### src/rtl/mult_div_unit_pkg.sv
// Shared processor definitions: ALU operation codes, mult/div operation encodings,
// mult/div FSM state encodings and small helpers used by the mult/div unit.
package mult_div_unit_pkg;

    localparam logic [3:0] ALU_ADD  = 4'd0;
    localparam logic [3:0] ALU_SUB  = 4'd1;
    localparam logic [3:0] ALU_AND  = 4'd2;
    localparam logic [3:0] ALU_OR   = 4'd3;
    localparam logic [3:0] ALU_XOR  = 4'd4;
    localparam logic [3:0] ALU_NOR  = 4'd5;
    localparam logic [3:0] ALU_SLT  = 4'd6;
    localparam logic [3:0] ALU_SLTU = 4'd7;

    localparam logic [1:0] MD_MULT  = 2'b00;
    localparam logic [1:0] MD_MULTU = 2'b01;
    localparam logic [1:0] MD_DIV   = 2'b10;
    localparam logic [1:0] MD_DIVU  = 2'b11;

    localparam logic [1:0] ST_IDLE = 2'd0;
    localparam logic [1:0] ST_CALC = 2'd1;
    localparam logic [1:0] ST_FIX  = 2'd2;

    function automatic logic md_is_div(input logic [1:0] op);
        return op[1];
    endfunction

    function automatic logic md_is_signed(input logic [1:0] op);
        return ~op[0];
    endfunction

    function automatic logic [31:0] neg32(input logic [31:0] v);
        return ~v + 32'd1;
    endfunction

    function automatic logic [63:0] neg64(input logic [63:0] v);
        return ~v + 64'd1;
    endfunction

endpackage

### src/rtl/mult_div_datapath.sv
// Iterative multiply/divide datapath: 64-bit working register, iteration counter
// and final sign correction of the magnitude result.
module mult_div_datapath
    import mult_div_unit_pkg::*;
(
    input  logic        clk_i,
    input  logic        rst_ni,
    input  logic        load_i,
    input  logic        step_i,
    input  logic [1:0]  op_i,
    input  logic [31:0] a_i,
    input  logic [31:0] b_i,
    output logic        last_o,
    output logic [31:0] hi_o,
    output logic [31:0] lo_o
);

    logic        is_div_q, is_div_d;
    logic        neg_q, neg_d;
    logic        rem_neg_q, rem_neg_d;
    logic [31:0] opnd_q, opnd_d;
    logic [63:0] work_q, work_d;
    logic [4:0]  cnt_q, cnt_d;

    logic        sign_a, sign_b;
    logic [31:0] mag_a, mag_b;
    logic [32:0] trial;
    logic [32:0] sum;
    logic [63:0] prod;
    logic [31:0] quot, rem;

    always_comb begin
        sign_a = md_is_signed(op_i) & a_i[31];
        sign_b = md_is_signed(op_i) & b_i[31];
        mag_a  = sign_a ? neg32(a_i) : a_i;
        mag_b  = sign_b ? neg32(b_i) : b_i;
        // Restoring divide: shift left one bit and try to subtract the divisor.
        trial  = work_q[63:31] - {1'b0, opnd_q};
        // Shift-add multiply: add multiplicand to the upper half when LSB is set.
        sum    = {1'b0, work_q[63:32]} + (work_q[0] ? {1'b0, opnd_q} : 33'd0);

        is_div_d  = is_div_q;
        neg_d     = neg_q;
        rem_neg_d = rem_neg_q;
        opnd_d    = opnd_q;
        work_d    = work_q;
        cnt_d     = cnt_q;

        if (load_i) begin
            is_div_d  = md_is_div(op_i);
            neg_d     = sign_a ^ sign_b;
            rem_neg_d = sign_a;
            cnt_d     = 5'd31;
            if (md_is_div(op_i)) begin
                work_d = {32'd0, mag_a};
                opnd_d = mag_b;
            end else begin
                work_d = {32'd0, mag_b};
                opnd_d = mag_a;
            end
        end else if (step_i) begin
            cnt_d = cnt_q - 5'd1;
            if (is_div_q) begin
                if (!trial[32]) begin
                    work_d = {trial[31:0], work_q[30:0], 1'b1};
                end else begin
                    work_d = {work_q[62:0], 1'b0};
                end
            end else begin
                work_d = {sum, work_q[31:1]};
            end
        end
    end

    always_ff @(posedge clk_i or negedge rst_ni) begin
        if (!rst_ni) begin
            is_div_q  <= 1'b0;
            neg_q     <= 1'b0;
            rem_neg_q <= 1'b0;
            opnd_q    <= 32'd0;
            work_q    <= 64'd0;
            cnt_q     <= 5'd0;
        end else begin
            is_div_q  <= is_div_d;
            neg_q     <= neg_d;
            rem_neg_q <= rem_neg_d;
            opnd_q    <= opnd_d;
            work_q    <= work_d;
            cnt_q     <= cnt_d;
        end
    end

    always_comb begin
        prod = neg_q ? neg64(work_q) : work_q;
        quot = neg_q ? neg32(work_q[31:0]) : work_q[31:0];
        rem  = rem_neg_q ? neg32(work_q[63:32]) : work_q[63:32];
        hi_o = is_div_q ? rem : prod[63:32];
        lo_o = is_div_q ? quot : prod[31:0];
    end

    assign last_o = (cnt_q == 5'd0);

endmodule

### src/rtl/mult_div_unit.sv
// Multi-cycle MULT/MULTU/DIV/DIVU unit with architectural HI/LO registers and
// MTHI/MTLO direct writes; control FSM here, iteration in mult_div_datapath.
module mult_div_unit
    import mult_div_unit_pkg::*;
(
    input  logic        clk,
    input  logic        reset,
    input  logic        start,
    input  logic [1:0]  MDOperation,
    input  logic [31:0] A,
    input  logic [31:0] B,
    input  logic        MTHI,
    input  logic        MTLO,
    input  logic [31:0] WriteData,
    output logic        Busy,
    output logic        Done,
    output logic        DivByZero,
    output logic [31:0] HI,
    output logic [31:0] LO
);

    logic [1:0]  state_q, state_d;
    logic [31:0] hi_q, hi_d;
    logic [31:0] lo_q, lo_d;
    logic        done_q, done_d;
    logic        dbz_q, dbz_d;
    logic        zero_q, zero_d;

    logic        dp_load, dp_step, dp_last;
    logic [31:0] dp_hi, dp_lo;

    mult_div_datapath u_datapath (
        .clk_i  (clk),
        .rst_ni (reset),
        .load_i (dp_load),
        .step_i (dp_step),
        .op_i   (MDOperation),
        .a_i    (A),
        .b_i    (B),
        .last_o (dp_last),
        .hi_o   (dp_hi),
        .lo_o   (dp_lo)
    );

    always_comb begin
        state_d = state_q;
        hi_d    = hi_q;
        lo_d    = lo_q;
        done_d  = 1'b0;
        dbz_d   = 1'b0;
        zero_d  = zero_q;
        dp_load = 1'b0;
        dp_step = 1'b0;

        case (state_q)
            ST_IDLE: begin
                if (start) begin
                    dp_load = 1'b1;
                    // A zero divisor bypasses the iterations entirely.
                    if (md_is_div(MDOperation) && (B == 32'd0)) begin
                        zero_d  = 1'b1;
                        state_d = ST_FIX;
                    end else begin
                        zero_d  = 1'b0;
                        state_d = ST_CALC;
                    end
                end else begin
                    if (MTHI) hi_d = WriteData;
                    if (MTLO) lo_d = WriteData;
                end
            end
            ST_CALC: begin
                dp_step = 1'b1;
                if (dp_last) state_d = ST_FIX;
            end
            ST_FIX: begin
                done_d  = 1'b1;
                dbz_d   = zero_q;
                state_d = ST_IDLE;
                if (!zero_q) begin
                    hi_d = dp_hi;
                    lo_d = dp_lo;
                end
            end
            default: state_d = ST_IDLE;
        endcase
    end

    always_ff @(posedge clk or negedge reset) begin
        if (!reset) begin
            state_q <= ST_IDLE;
            hi_q    <= 32'd0;
            lo_q    <= 32'd0;
            done_q  <= 1'b0;
            dbz_q   <= 1'b0;
            zero_q  <= 1'b0;
        end else begin
            state_q <= state_d;
            hi_q    <= hi_d;
            lo_q    <= lo_d;
            done_q  <= done_d;
            dbz_q   <= dbz_d;
            zero_q  <= zero_d;
        end
    end

    assign Busy      = (state_q != ST_IDLE);
    assign Done      = done_q;
    assign DivByZero = dbz_q;
    assign HI        = hi_q;
    assign LO        = lo_q;

endmodule

### config.mk
export PLATFORM = sky130hd
export DESIGN_NAME = mult_div_unit
export DESIGN_NICKNAME = d
export VERILOG_FILES = /design/src/rtl/mult_div_unit_pkg.sv /design/src/rtl/mult_div_datapath.sv /design/src/rtl/mult_div_unit.sv
export SDC_FILE = /design/constraint.sdc
export NUM_CORES = 1
export LEC_CHECK = 0
export CAP_MARGIN = 20
export CORE_ASPECT_RATIO = 0.5
export CORE_MARGIN = 2
export CORE_UTILIZATION = 63
export CTS_BUF_LIST = sky130_fd_sc_hd__clkbuf_8 sky130_fd_sc_hd__clkbuf_16
export DETAILED_ROUTE_END_ITERATION = 8
export PLACE_DENSITY_LB_ADDON = 0.12
export SETUP_SLACK_MARGIN = 0.5
export SLEW_MARGIN = 20
export SYNTH_ARGS = -nofsm -noshare
export SYNTH_HDL_FRONTEND = slang
export SYNTH_SLANG_ARGS = --single-unit
### constraint.sdc
create_clock -name clk -period 9.6 [get_ports clk]
set_input_delay 1.44 -clock clk [delete_from_list [all_inputs] [get_ports clk]]
set_output_delay 1.44 -clock clk [all_outputs]
set_load 0.02 [all_outputs]
# Yosys cells after proc, flatten, opt, wreduce, memory -nomap -nowiden
# Index checks and enable logic that the tools add are counted.
[word_totals]
reg_bits = 173
in_bits = 103
out_inout_bits = 67
elab_cells = 82
[classes]
add_sub_neg = 8
eq_ne = 8
n_mux = 34
bitwise = 9
reduce_logical = 11
[op_table]
columns = ["cell", "n"]
rows = [
  ["two-way mux 32 bit", 15],
  ["two-way mux 64 bit", 5],
  ["adder 32 x 1 -> 32 bit (second input constant)", 4],
  ["inverter 32 bit", 4],
  ["one-hot mux 32 bit (2 select lines)", 2],
  ["adder 64 x 1 -> 64 bit (second input constant)", 1],
  ["inverter 64 bit", 1],
  ["adder 32 x 33 -> 33 bit", 1],
  ["subtractor 33 x 32 -> 33 bit", 1],
  ["zero test 32 bit", 1],
  ["!= test 2 bit (second input constant)", 6],
  ["two-way mux 5 bit", 2],
  ["AND reduction 4 bit", 2],
  ["two-way mux 1 bit", 6],
  ["two-way mux 2 bit", 3],
  ["nonzero test 2 bit", 3],
  ["zero test 5 bit", 1],
  ["subtractor 5 x 1 -> 5 bit (second input constant)", 1],
  ["one-hot mux 2 bit (2 select lines)", 1],
  ["AND reduction 2 bit", 2],
  ["bitwise AND 1 bit", 2],
  ["== test 2 x 1 -> 1 bit (second input constant)", 1],
  ["== test 2 bit (second input constant)", 1],
  ["zero test 2 bit", 1],
  ["other kinds (3)", 3],
]

# Longest topological paths before layout
# Gate-level depths: netlist (run 1).
[logic_depth]
word_depth = 6
mapped_depth = 14
ltp_nobuf = 13

# By module
# From an unflattened synthesis (run 1), not the netlist that was laid out.
[hier_totals]
cells_unflattened = 1995
hier_area_um2 = 15315.9
[by_module_without_submodules]
columns = ["mod", "n_inst", "cells_per_inst", "area_each_um2", "seq_area_each_um2"]
rows = [
  ["mult_div_datapath", 1, 1650, 12160.4, 2602.5],
  ["mult_div_unit", 1, 345, 3155.5, 1726.7],
]

# Worst setup path before layout (run 1)
# No wires, ideal clock.
[synth_path]
kind = "input port to flip-flop"
start = "in B[2]"
end = "reg u_datapath.work_q[31]"
setup_time_ns = 0.094
t_arrival_ns = 3.565
required_time_ns = 9.506
path_slack_ns = 5.942
path_stages = 9
n_path_buf = 0
path_cell_list = "or4_4 > or4b_4 > or2_4 > nor2b_4 > and2_1 > a21oi_1 > nor2b_2 > mux2i_1 > a221oi_2"
[synth_via]
elab_chain_cells = 5
[synth_rtl]
columns = ["element", "line_no", "text"]
rows = [
  ["start, declared", "mult_div_unit.sv:11", "input logic [31:0] B,"],
  ["inverter 32 bit", "mult_div_unit_pkg.sv:32", "return ~v + 32'd1;"],
  ["adder 32 x 1 -> 32 bit", "mult_div_unit_pkg.sv:32", ""],
  ["two-way mux 32 bit", "mult_div_datapath.sv:36", "mag_b = sign_b ? neg32(b_i) : b_i;"],
  ["two-way mux 32 bit", "mult_div_datapath.sv:54", "if (md_is_div(op_i)) begin"],
  ["two-way mux 64 bit", "mult_div_datapath.sv:49", "if (load_i) begin"],
  ["end signal, assigned", "mult_div_datapath.sv:88", "work_q <= work_d;"],
  ["end, declared", "mult_div_datapath.sv:22", "logic [63:0] work_q, work_d;"],
]
# No other way between the ends.
# A chain may end at the register's enable or synchronous reset.

# Worst setup path in the final report (run 1)
[layout_path]
start = "reg u_datapath.work_q[0]"
end = "reg u_datapath.work_q[63]"
[layout_via]
elab_chain_cells = 5
[layout_rtl]
columns = ["element", "line_no", "text"]
rows = [
  ["two-way mux 32 bit", "mult_div_datapath.sv:40", "sum = {1'b0, work_q[63:32]} + (work_q[0] ? {1'b0, opnd_q} : 33'd0);"],
  ["adder 32 x 33 -> 33 bit", "mult_div_datapath.sv:40", ""],
  ["two-way mux 64 bit", "mult_div_datapath.sv:63", "if (is_div_q) begin"],
  ["two-way mux 64 bit", "mult_div_datapath.sv:61", "end else if (step_i) begin"],
  ["two-way mux 64 bit", "mult_div_datapath.sv:49", ""],
]
# No other way between the ends. The select of a mux whose other input is x is not followed.

==> metrics, run 1 <==
fmax=around 230 MHz; Max-Cap Viols=0; Slew HR=31.3%; final hold viol count=0; R2R depth=13; total wire length=between 50,000 and 60,000 um; Max Buffers Root-to-Sink=2; top_reg_cell synth=dfrtp_1; die extent in y=113 um; reg-to-reg startpoint=u_datapath.work_q[0]; Root Buffer=clkbuf_16; # setup viols final=0; hold_sp=LO[11]; mapped cell area=approximately 0.015 mm2; part of the cycle the worst path needs=roughly 45%; total global routing overflow=0; largest net degree at the start of global routing=92; Setup Buffers After CTS=0; register bit count reported by yosys=173; Die X-Extent=223 um; # hold bufs at CTS=0; Syn Inst Count=between 1,500 and 2,000; combinational share of power=64.2%; Post-route DRC=0; Ports=170; router iterations before antenna repair=6; Layout Nets=2,181; Detail Placement HPWL=just under 40,000 um; CP delay by family, top=compound AO/OA/AOI/OAI gates; initial antenna violation count=1; synth warn=0; CTS tree=done; IO buf count=around 170; n_diodes=0; power consumption=6.19 mW; flop2flop setup slack=5.26 ns; CTS Sinks=between 150 and 200; H-tree level count=4; CORE AREA=between 0.02 and 0.025 mm2; worst-path fanout max=30; first-pass GRT wire length=~80,000 um; gpl congestion=slightly below 1; clk_skew=roughly 0.0093 ns; Avg WL per Cell=approximately 22 um; Tot GR Track Use=41.2%; Switching Share=51.1%; CP Buf/Inv Count=2; crit end category=register; syn avg cell area=7.85 um2; CTS resizes=0; sequential area share after synthesis=between 20% and 30%; Hold Crit Depth=2; reg-to-reg endpoint=u_datapath.work_q[63]; WHS Endpoint=LO[11]; Rows=39; Reg power frac=between 20% and 30%; Critical Path AT=approximately 4.7 ns; P_leak=~7.4 nW; slowest stage delay, CP=0.68 ns; critical path's slowest cell=a211oi_1; Sw Pwr=~3.2 mW; status=completed; DRT iter0 DRCs=between 1,500 and 2,000; CP Class=reg -> reg; Area Overhead vs Synth=15.8%; worst-skew pair later-pin latency=0.46 ns; routed via count=between 15,000 and 20,000; Hold Path Class=reg -> reg; Clk pwr share=about an eighth; number of global-route vias before repair=between 10,000 and 15,000; Cell Chain, Critical Path=inv_1, buf_4, nor2_1, ha_1, nor2b_1, o31a_1, o41ai_1, or3_1, a211oi_1, a221o_1, a221o_1, a211oi_1, o41ai_1; CTS buffer count=17; Tightest Pin Transition=1.02 ns; Distinct cells, synth=a little over 80; VDD IR max=226 uV; vias per cell=between 6 and 7; die area=between 0.02 and 0.03 mm2; internal power=just over 3 mW; share of cells above drive strength 1=between 4 and 5%; PD cells=~360 mW/mm2; Fin Setup TNS=0 ns; Syn Nets=approximately 2,100; Routed Antenna Nets=0; Slew Limit Fails=0; required time of the critical path=9.94 ns; Initial Util=between 60% and 70%; Post-synth EDFFs=0; minimum clock period after layout=~4.3 ns; startpoint types=register; RSZ-0062 raised after global routing=false; Async SR Flop Fraction=100%; clk slew on worst S/H paths=~0.07 ns
==> worst max path at each step <==
stage,start,end,slack (ns),cells after the start
2_1_floorplan,B[2],u_datapath.work_q[31],5.94,9
3_3_place_gp,A[5],u_datapath.work_q[31],5.16,10
3_5_place_dp,A[5],u_datapath.work_q[31],5.09,10
4_1_cts,u_datapath.work_q[0],u_datapath.work_q[63],5.41,13
5_1_grt,u_datapath.work_q[0],u_datapath.work_q[63],5.03,13
6_report,u_datapath.work_q[0],u_datapath.work_q[63],5.26,13
==> cell usage in the layout, fill, tap and decap left out, types with 9 or more instances in the layout <==
cell type	Yosys	routed
a22oi_1	14	14
inv_1	55	54
o41ai_1	13	13
a21oi_1	147	147
nor2b_1	17	15
mux2i_1	71	71
a21o_1	40	40
or4_1	13	13
buf_4	3	18
nor4_1	20	20
o211ai_1	45	45
clkdlybuf4s50_1	0	167
nand2b_1	25	24
a211oi_1	21	21
ha_1	70	70
o31ai_1	45	45
xor2_1	91	91
clkbuf_16	0	17
dfrtp_1	173	172
nand3_1	33	33
o21a_1	13	13
nand2_1	223	222
xnor2_1	81	81
nor2_1	197	195
a31oi_1	12	12
o21ai_0	186	186
nor3_1	33	33
and2_1	13	12
or3_1	9	9
==> registers in the layout (all words and copies together) (netlist names) <==
name                  count
DivByZero                 1
Done                      1
HI                       32
LO                       32
state_q                   2
u_datapath.cnt_q          5
u_datapath.is_div_q       1
u_datapath.neg_q          1
u_datapath.opnd_q        32
u_datapath.rem_neg_q      1
u_datapath.work_q        64
zero_q                    1
==> area by class of cell <==
type / instances / area, um2
fill: 1822 / 5710
sequential: 173 / 4330
clock inverter: 13 / 148
tap: 307 / 384
clock buffer: 19 / 453
inverter: 55 / 206
multi-input combinational: 1571 / 10100
timing repair buffer: 188 / 1840
==> power groups by stage <==
| stage | logic (mW) | registers (mW) | clock network, mW |
|---|---|---|---|
| after floorplan | 2.78 | 1.36 | 0 |
| after global placement | 3.77 | 1.46 | 0 |
| after detailed placement | 3.82 | 1.48 | 0 |
| after CTS | 3.86 | 1.46 | 0.729 |
| after global routing | 4.34 | 1.51 | 0.761 |
| final | 3.97 | 1.49 | 0.730 |
==> worst register-to-register path: stages (launching register included) <==
cell and delay (ns):
dfrtp_1 0.52, inv_1 0.17, buf_4 0.38, nor2_1 0.13
ha_1 0.37, nor2b_1 0.20, o31a_1 0.25, o41ai_1 0.14
or3_1 0.39, a211oi_1 0.68, a221o_1 0.35, a221o_1 0.18
a211oi_1 0.08, o41ai_1 0.39
==> routing by layer <==
metal	wire (um)	up-vias	GRT usage, %
li1	-	7084	-
met1	22300	7213	57.9
met2	21000	873	58.9
met3	6820	126	15.9
met4	1480	2	11.1
met5	18	-	0
==> cell usage after synthesis (all sizes together) (16+ instances only) <==
master,count,area [um2]
ha,70,876
nand3,33,165
o31ai,46,350
a21o,40,300
o41ai,17,190
nor2b,19,129
or4,16,129
a21oi,147,736
nand2,225,860
o21ai,195,980
dfrtp,173,4330
nor2,197,739
inv,55,206
a211oi,21,158
nor3,33,165
xnor2,81,709
buf,28,138
clkbuf,91,342
o211ai,45,338
mux2i,71,711
nand2b,25,156
nor4,22,150
xor2,91,797
==> logic make-up (layout without fill, tap and decap cells) <==
logic type | after synthesis | count (layout) | share of synthesized area, %
AOI/OAI and AO/OA | 615 | 615 | 25.9
adders and majority gates | 72 | 72 | 6.09
buffers and inverters | 174 | 275 | 4.56
DFF | 173 | 173 | 28.8
and+or+nand+nor | 640 | 640 | 19.9
xor gates and xnor gates | 172 | 172 | 10.0
muxes | 72 | 72 | 4.80
==> stage by stage <==
| stage | setup slack, ns | area (um2) | instances | hold WS (ns) | utilization, % |
|---|---|---|---|---|---|
| 4_1_cts | 5.41 | 17400 | 2325 | 0.480 | 75.2 |
| 3_5_place_dp | 5.09 | 16800 | 2293 | 0.465 | 72.6 |
| 3_3_place_gp | 5.16 | 16800 | 2293 | 0.459 | 72.6 |
| 2_1_floorplan | 5.94 | 15000 | 1918 | 0.449 | - |
| 6_report | 5.26 | 17400 | 2326 | 0.480 | 75.3 |
| 5_1_grt | 5.03 | 17400 | 2326 | 0.497 | 75.3 |
(Power assumes the default switching activity.)
==> inputs of run 2 (changes only) <==
--- a/config.mk
+++ b/config.mk
@@ -8,7 +8,7 @@
 export CAP_MARGIN = 20
 export CORE_ASPECT_RATIO = 0.5
 export CORE_MARGIN = 2
-export CORE_UTILIZATION = 63
+export CORE_UTILIZATION = 58
 export CTS_BUF_LIST = sky130_fd_sc_hd__clkbuf_8 sky130_fd_sc_hd__clkbuf_16
 export DETAILED_ROUTE_END_ITERATION = 8
 export PLACE_DENSITY_LB_ADDON = 0.12
==> constraint.sdc (replaced) <==
create_clock -name clk -period 4.1 [get_ports clk]
set_input_delay 0.615 -clock clk [delete_from_list [all_inputs] [get_ports clk]]
set_output_delay 0.615 -clock clk [all_outputs]
set_load 0.02 [all_outputs]
==> run 2 against run 1 <==
  * Combinational power rose to 2.5 times the previous value
  * Global-route usage down 2.3 points
  * Clock skew up 0.0076 ns
  * Largest cell class unchanged
  * Highest routed layer unchanged
==> metrics, run 2 (synthesis results as in run 1) <==
startpoint types=register; total global routing overflow=0 (unchanged); minimum clock period after layout=3.56 ns (-0.781 ns); Switching Share=50.9% (-0.27 points); CP Class=reg -> reg; Critical Path AT=3.92 ns (-0.76 ns); Clk pwr share=11.6% (-0.2 points); router iterations before antenna repair=6 (unchanged); DRT met1 WL=23,200 um (+3.9%); Hold WS=0.165 ns (-0.316 ns); internal power=7.35 mW (+140%); Reg power frac=22.0% (-2.0 points); Tot GR Track Use=38.8% (-2.3 points); vias per cell=6.33 (-3.8%); slowest stage delay, CP=0.45 ns (-0.23 ns); worst-skew pair later-pin latency=0.47 ns (about the same); max reg flops=64 (unchanged); total wire length=52,800 um (+2.4%); die area=0.0273 mm2 (+8.4%); first-pass GRT wire length=81,300 um (+1.5%); Ports=170 (unchanged); PD cells=840 mW/mm2 (+140%); Avg WL per Cell=22.0 um (-0.59%); Fin Setup TNS=0 ns (unchanged); Initial Util=59.4% (-5.7 points); CP delay by family, top=compound AO/OA/AOI/OAI gates; CORE AREA=0.0253 mm2 (+9.6%); Cell Chain, Critical Path=and2_1, ha_1, inv_1, fa_1, nor2b_1, o31a_1, o41ai_2, or3_1, a211oi_2, a221o_1, a221o_1, a211oi_1, o41ai_1; RSZ-0062 raised after global routing=true; fmax=281 MHz (+22%); number of global-route vias before repair=13,900 (-0.52%); die extent in y=118 um (+4.1%); Largest Register=u_datapath.work_q; Sw Pwr=7.61 mW (+140%); Max Buffers Root-to-Sink=2 (unchanged); Hold Path Class=in -> async; worst-path fanout max=7 (-77%); crit end category=register; H-tree level count=4 (unchanged); critical path's slowest cell=dfrtp_2; Routed Antenna Nets=0 (unchanged); initial antenna violation count=1 (unchanged); clk slew on worst S/H paths=0.08 ns (about the same); commonest non-fill, non-tap cell in the layout=nand2_1; n_diodes=0 (unchanged); routed via count=15,200 (-0.91%); Area Overhead vs Synth=18.4%; combinational share of power=66.3% (+2.1 points); Most Frequent Cell on Critical Path=a221o_1; Slew Limit Fails=0 (unchanged); CTS tree=done; clk_skew=0.0169 ns (+0.00765 ns); Detail Placement HPWL=40,700 um (+3.6%); Max-Cap Viols=0 (unchanged); P_leak=7.59 nW (+2.6%); Post-route DRC=0 (unchanged); # setup viols final=0 (unchanged); met2 routed WL=21,400 um (+2.0%); CTS Sinks=173 (unchanged); Slew HR=17.6% (-14 points); required time of the critical path=4.46 ns (-5.48 ns); largest net degree at the start of global routing=79 (-14%); Layout Nets=2,214 (+1.5%); CP Buf/Inv Count=1 (-1); WL met3=7020 um (+3.0%); part of the cycle the worst path needs=86.9% (+42 points); most frequent cells in the layout=nand2_1 (222), nor2_1 (194), o21ai_0 (185), dfrtp_1 (171), clkdlybuf4s50_1 (167); Die X-Extent=232 um (+4.1%); Root Buffer=clkbuf_16; IO buf count=169 (unchanged); status=completed; share of cells above drive strength 1=7.07% (+2.4 points); gpl congestion=1.01 (+1.3%); VDD IR max=457 uV (+100%); final hold viol count=0 (unchanged); Rows=41 (+5.1%); DRT iter0 DRCs=2,022 (+1.8%); CTS buffer count=17 (unchanged); Tightest Pin Transition=1.24 ns (+0.219 ns); Top Layer Used=met5
[run 2: power by group through the flow]
stage	clock network (mW)	logic [mW]	registers (mW)
finish	1.74	9.93	3.30
global route	1.82	10.8	3.36
CTS	1.74	9.57	3.24
detailed placement	0	9.45	3.27
global placement	0	9.35	3.25
floorplan	0	6.52	3.18
[run 2: cell type report]
class / count / area (um2)
repair buffers: 221 / 2120
well taps: 344 / 430
multi-input cells: 1571 / 10100
clock buffers: 17 / 425
flip-flops and latches: 173 / 4330
inverters: 55 / 208
clock inverters: 15 / 193
fillers: 2162 / 7520
[run 2: through the flow]
step | instances | total power, mW | util (%) | cell area, um2 | setup slack [ns]
2_1_floorplan | 1918 | 9.70 | - | 15000 | 0.747
3_3_place_gp | 2362 | 12.6 | 67.6 | 17100 | 0.446
3_5_place_dp | 2362 | 12.7 | 67.6 | 17100 | 0.390
4_1_cts | 2394 | 14.6 | 70.1 | 17800 | 0.526
5_1_grt | 2396 | 16.0 | 70.3 | 17800 | 0.430
6_report | 2396 | 15.0 | 70.3 | 17800 | 0.539
[run 2: repair_timing]
action                     in CTS  in global routing
hold buffers                    0                  0
pin swaps                       0                  5
setup endpoints to repair       2                 33
setup buffers                   0                  2
resized for setup               4                 19
[run 2: worst paths after layout]
kind,from,endpoint,slack [ns],cells past startpoint
setup / recovery,u_datapath.work_q[0],u_datapath.work_q[63],0.54,13
hold / removal,reset,u_datapath.cnt_q[3],0.16,1
setup reg to reg,u_datapath.work_q[0],u_datapath.work_q[63],0.54,13
hold reg to reg,HI[10],HI[10],0.48,2
max in group asynchronous,reset,u_datapath.opnd_q[29],2.96,2
min in group clk,HI[10],HI[10],0.48,2
[run 2: routing by layer]
metal | global-route usage [%] | vias up
li1 | - | 7156
met1 | 55.4 | 7139
met2 | 53.3 | 757
met3 | 16.6 | 103
met4 | 9.66 | 4
met5 | 0 | -
==> inputs of run 3 (changes only) <==
--- a/config.mk
+++ b/config.mk
@@ -12,7 +12,6 @@
 export CTS_BUF_LIST = sky130_fd_sc_hd__clkbuf_8 sky130_fd_sc_hd__clkbuf_16
 export DETAILED_ROUTE_END_ITERATION = 8
 export PLACE_DENSITY_LB_ADDON = 0.12
-export SETUP_SLACK_MARGIN = 0.5
 export SLEW_MARGIN = 20
 export SYNTH_ARGS = -nofsm -noshare
 export SYNTH_HDL_FRONTEND = slang
==> constraint.sdc (replaced) <==
create_clock -name clk -period 3.5 [get_ports clk]
set_input_delay 0.525 -clock clk [delete_from_list [all_inputs] [get_ports clk]]
set_output_delay 0.525 -clock clk [all_outputs]
set_load 0.02 [all_outputs]
==> run 3 against run 2 <==
  * Setup slack lost 0.50 ns
  * Critical endpoint is now u_datapath.work_q[60]
  * Sequential share of layout area shrank 0.96 points
  * Sequential power grew 12%
  * Register-to-register slack lost 0.50 ns
  * Cell area grew 4.1%
  * Global-route usage grew 0.82 points
  * Wire length grew 3.6%
  * Clock-buffer cell count grew 2
  * Largest cell class unchanged
  * Highest routed layer is now met4
  * Core utilization grew 2.9 points
==> metrics, run 3 (synthesis results as in run 1) <==
status=completed; worst-skew pair later-pin latency=0.47 ns (about the same); router iterations before antenna repair=8 (+2); total wire length=54,700 um (+3.6%); power consumption=18.4 mW (+23%); die extent in y=118 um (unchanged); Tot GR Track Use=39.6% (+0.82 points); commonest non-fill, non-tap cell in the layout=nand2_1; share of cells above drive strength 1=10.8% (+3.7 points); # hold bufs at CTS=0 (unchanged); Largest Register=u_datapath.work_q; CP Class=reg -> reg; Hold WS=0.113 ns (-0.0513 ns); Most Frequent Cell on Critical Path=o211ai_1; Root Buffer=clkbuf_16; die area=0.0273 mm2 (unchanged); vias per cell=6.40 (+1.2%); startpoint types=register; Avg WL per Cell=22.0 um (about the same); Post-route DRC=0 (unchanged); RSZ-0062 raised after global routing=true; Layout Nets=2,299 (+3.8%); final std cells w/o fill=2,482 (+3.6%); IO buf count=169 (unchanged); DRT iter0 DRCs=2,449 (+21%); flop2flop setup slack=0.04 ns (-0.50 ns); number of global-route vias before repair=14,100 (+1.0%); routed via count=15,900 (+4.8%); Rows=41 (unchanged); worst-path fanout max=4 (-3); critical path's slowest cell=o211ai_1; VDD IR max=571 uV (+25%); PD cells=994 mW/mm2 (+18%); final hold viol count=0 (unchanged); part of the cycle the worst path needs=98.9% (+12 points); crit end category=register; Routed Antenna Nets=0 (unchanged); dpl cells=2,446 (+3.6%); Clk pwr share=10.7% (-0.9 points); largest net degree at the start of global routing=97 (+23%); Switching Share=49.6% (-1.3 points); Ports=170 (unchanged); P_leak=8.04 nW (+6.0%); H-tree level count=4 (unchanged); CP delay by family, top=compound AO/OA/AOI/OAI gates; fmax=289 MHz (+2.9%); Core Util, Final=73.2% (+2.9 points); Tightest Pin Transition=0.884 ns (-0.351 ns); initial antenna violation count=0 (-1); clk_skew=0.0106 ns (-0.00629 ns); # setup viols final=0 (unchanged); Slew HR=41.1% (+24 points); gpl congestion=1.01 (+0.23%); CTS tree=done; Slew Limit Fails=0 (unchanged); clk slew on worst S/H paths=0.07 ns (about the same); Max Buffers Root-to-Sink=2 (unchanged); Area Overhead vs Synth=23.3%; CTS buffer count=17 (unchanged); first-pass GRT wire length=83,100 um (+2.2%); required time of the critical path=3.86 ns (-0.60 ns); Cell Chain, Critical Path=inv_1, ha_1, fa_1, nand2b_1, a21oi_1, o211ai_1, nand4_1, and4b_2, o21a_1, buf_4, o21ai_0, o211ai_1, a32o_1; slowest stage delay, CP=0.39 ns (-0.06 ns); Detail Placement HPWL=42,300 um (+4.1%); max reg flops=64 (unchanged); combinational share of power=69.3% (+3.0 points); total global routing overflow=0 (unchanged); CTS Sinks=173 (unchanged); Hold Path Class=in -> async; minimum clock period after layout=3.46 ns (-0.0998 ns); Reg power frac=20.0% (-2.0 points); internal power=9.29 mW (+26%); CP Buf/Inv Count=2 (+1); most frequent cells in the layout=nand2_1 (222), nor2_1 (194), o21ai_0 (182), dfrtp_1 (172), clkdlybuf4s50_1 (167); Die X-Extent=232 um (unchanged); Initial Util=59.4% (unchanged); Sw Pwr=9.14 mW (+20%); CORE AREA=0.0253 mm2 (unchanged); Critical Path AT=3.82 ns (-0.10 ns); Max-Cap Viols=0 (unchanged)
## run 3: cell types whose count changed in the layout (fill, tap and decap cells not counted), sizes merged
cell / change
buf: +85
clkbuf: +2
clkinv: -1
clkinvlp: -1
diode: +1
## run 3: metal layers
layer,GRT usage (%),vias to the layer above,wire (um)
li1,-,7321,-
met2,55.4,935,22600
met1,58.9,7536,24000
met5,0,-,0
met3,13.0,100,7040
met4,8.25,0,1050
## run 3: per-stage QoR
stage / instance area [um2] / TNS, ns / setup WS, ns
after floorplan: 15000 / 0 / 0.147
after global placement: 17800 / -0.0641 / -0.0641
after detailed placement: 17800 / -0.0574 / -0.0574
after CTS: 18400 / 0 / 0.0333
after global routing: 18500 / -0.0555 / -0.0319
final: 18500 / 0 / 0.0390
## run 3: worst paths after layout
kind                                        from               endpoint  depth (start not counted)
setup reg to reg           u_datapath.work_q[31]  u_datapath.work_q[60]                         13
max in group asynchronous                  reset  u_datapath.work_q[44]                          2
hold / removal                             reset    u_datapath.cnt_q[4]                          1
setup / recovery           u_datapath.work_q[31]  u_datapath.work_q[60]                         13
hold reg to reg                           LO[11]                 LO[11]                          2
min in group clk                          LO[11]                 LO[11]                          2
## run 3: repair_timing
action,in CTS,in global routing
setup buffers,0,3
pin swaps,0,9
resized for setup,2,29
hold endpoints to repair,0,0
endpoints found under the setup margin,2,31
## run 3: layout make-up
type,instances,area [um2]
Antenna cell,1,2.50
Clock buffer,19,453
Clock inverter,13,136
Fill cell,2025,6790
Inverter,55,206
Multi-Input combinational cell,1571,10200
Sequential cell,173,4330
Tap cell,344,430
Timing Repair Buffer,306,2810
## run 3: worst reg2reg max path, cell delays in order, from the launching register on
cell,delay [ns]
dfrtp_1,0.38
inv_1,0.09
ha_1,0.23
fa_1,0.22
nand2b_1,0.15
a21oi_1,0.11
o211ai_1,0.39
nand4_1,0.34
and4b_2,0.38
o21a_1,0.24
buf_4,0.18
o21ai_0,0.23
o211ai_1,0.14
a32o_1,0.28
## run 3: power groups by stage
| stage | Clock, mW | Combinational [mW] | Sequential (mW) |
|---|---|---|---|
| CTS | 1.96 | 12.2 | 3.64 |
| floorplan | 0 | 7.64 | 3.72 |
| finish | 1.97 | 12.8 | 3.69 |
| global route | 2.05 | 13.7 | 3.76 |
| detailed placement | 0 | 12.1 | 3.67 |
| global placement | 0 | 12.0 | 3.65 |
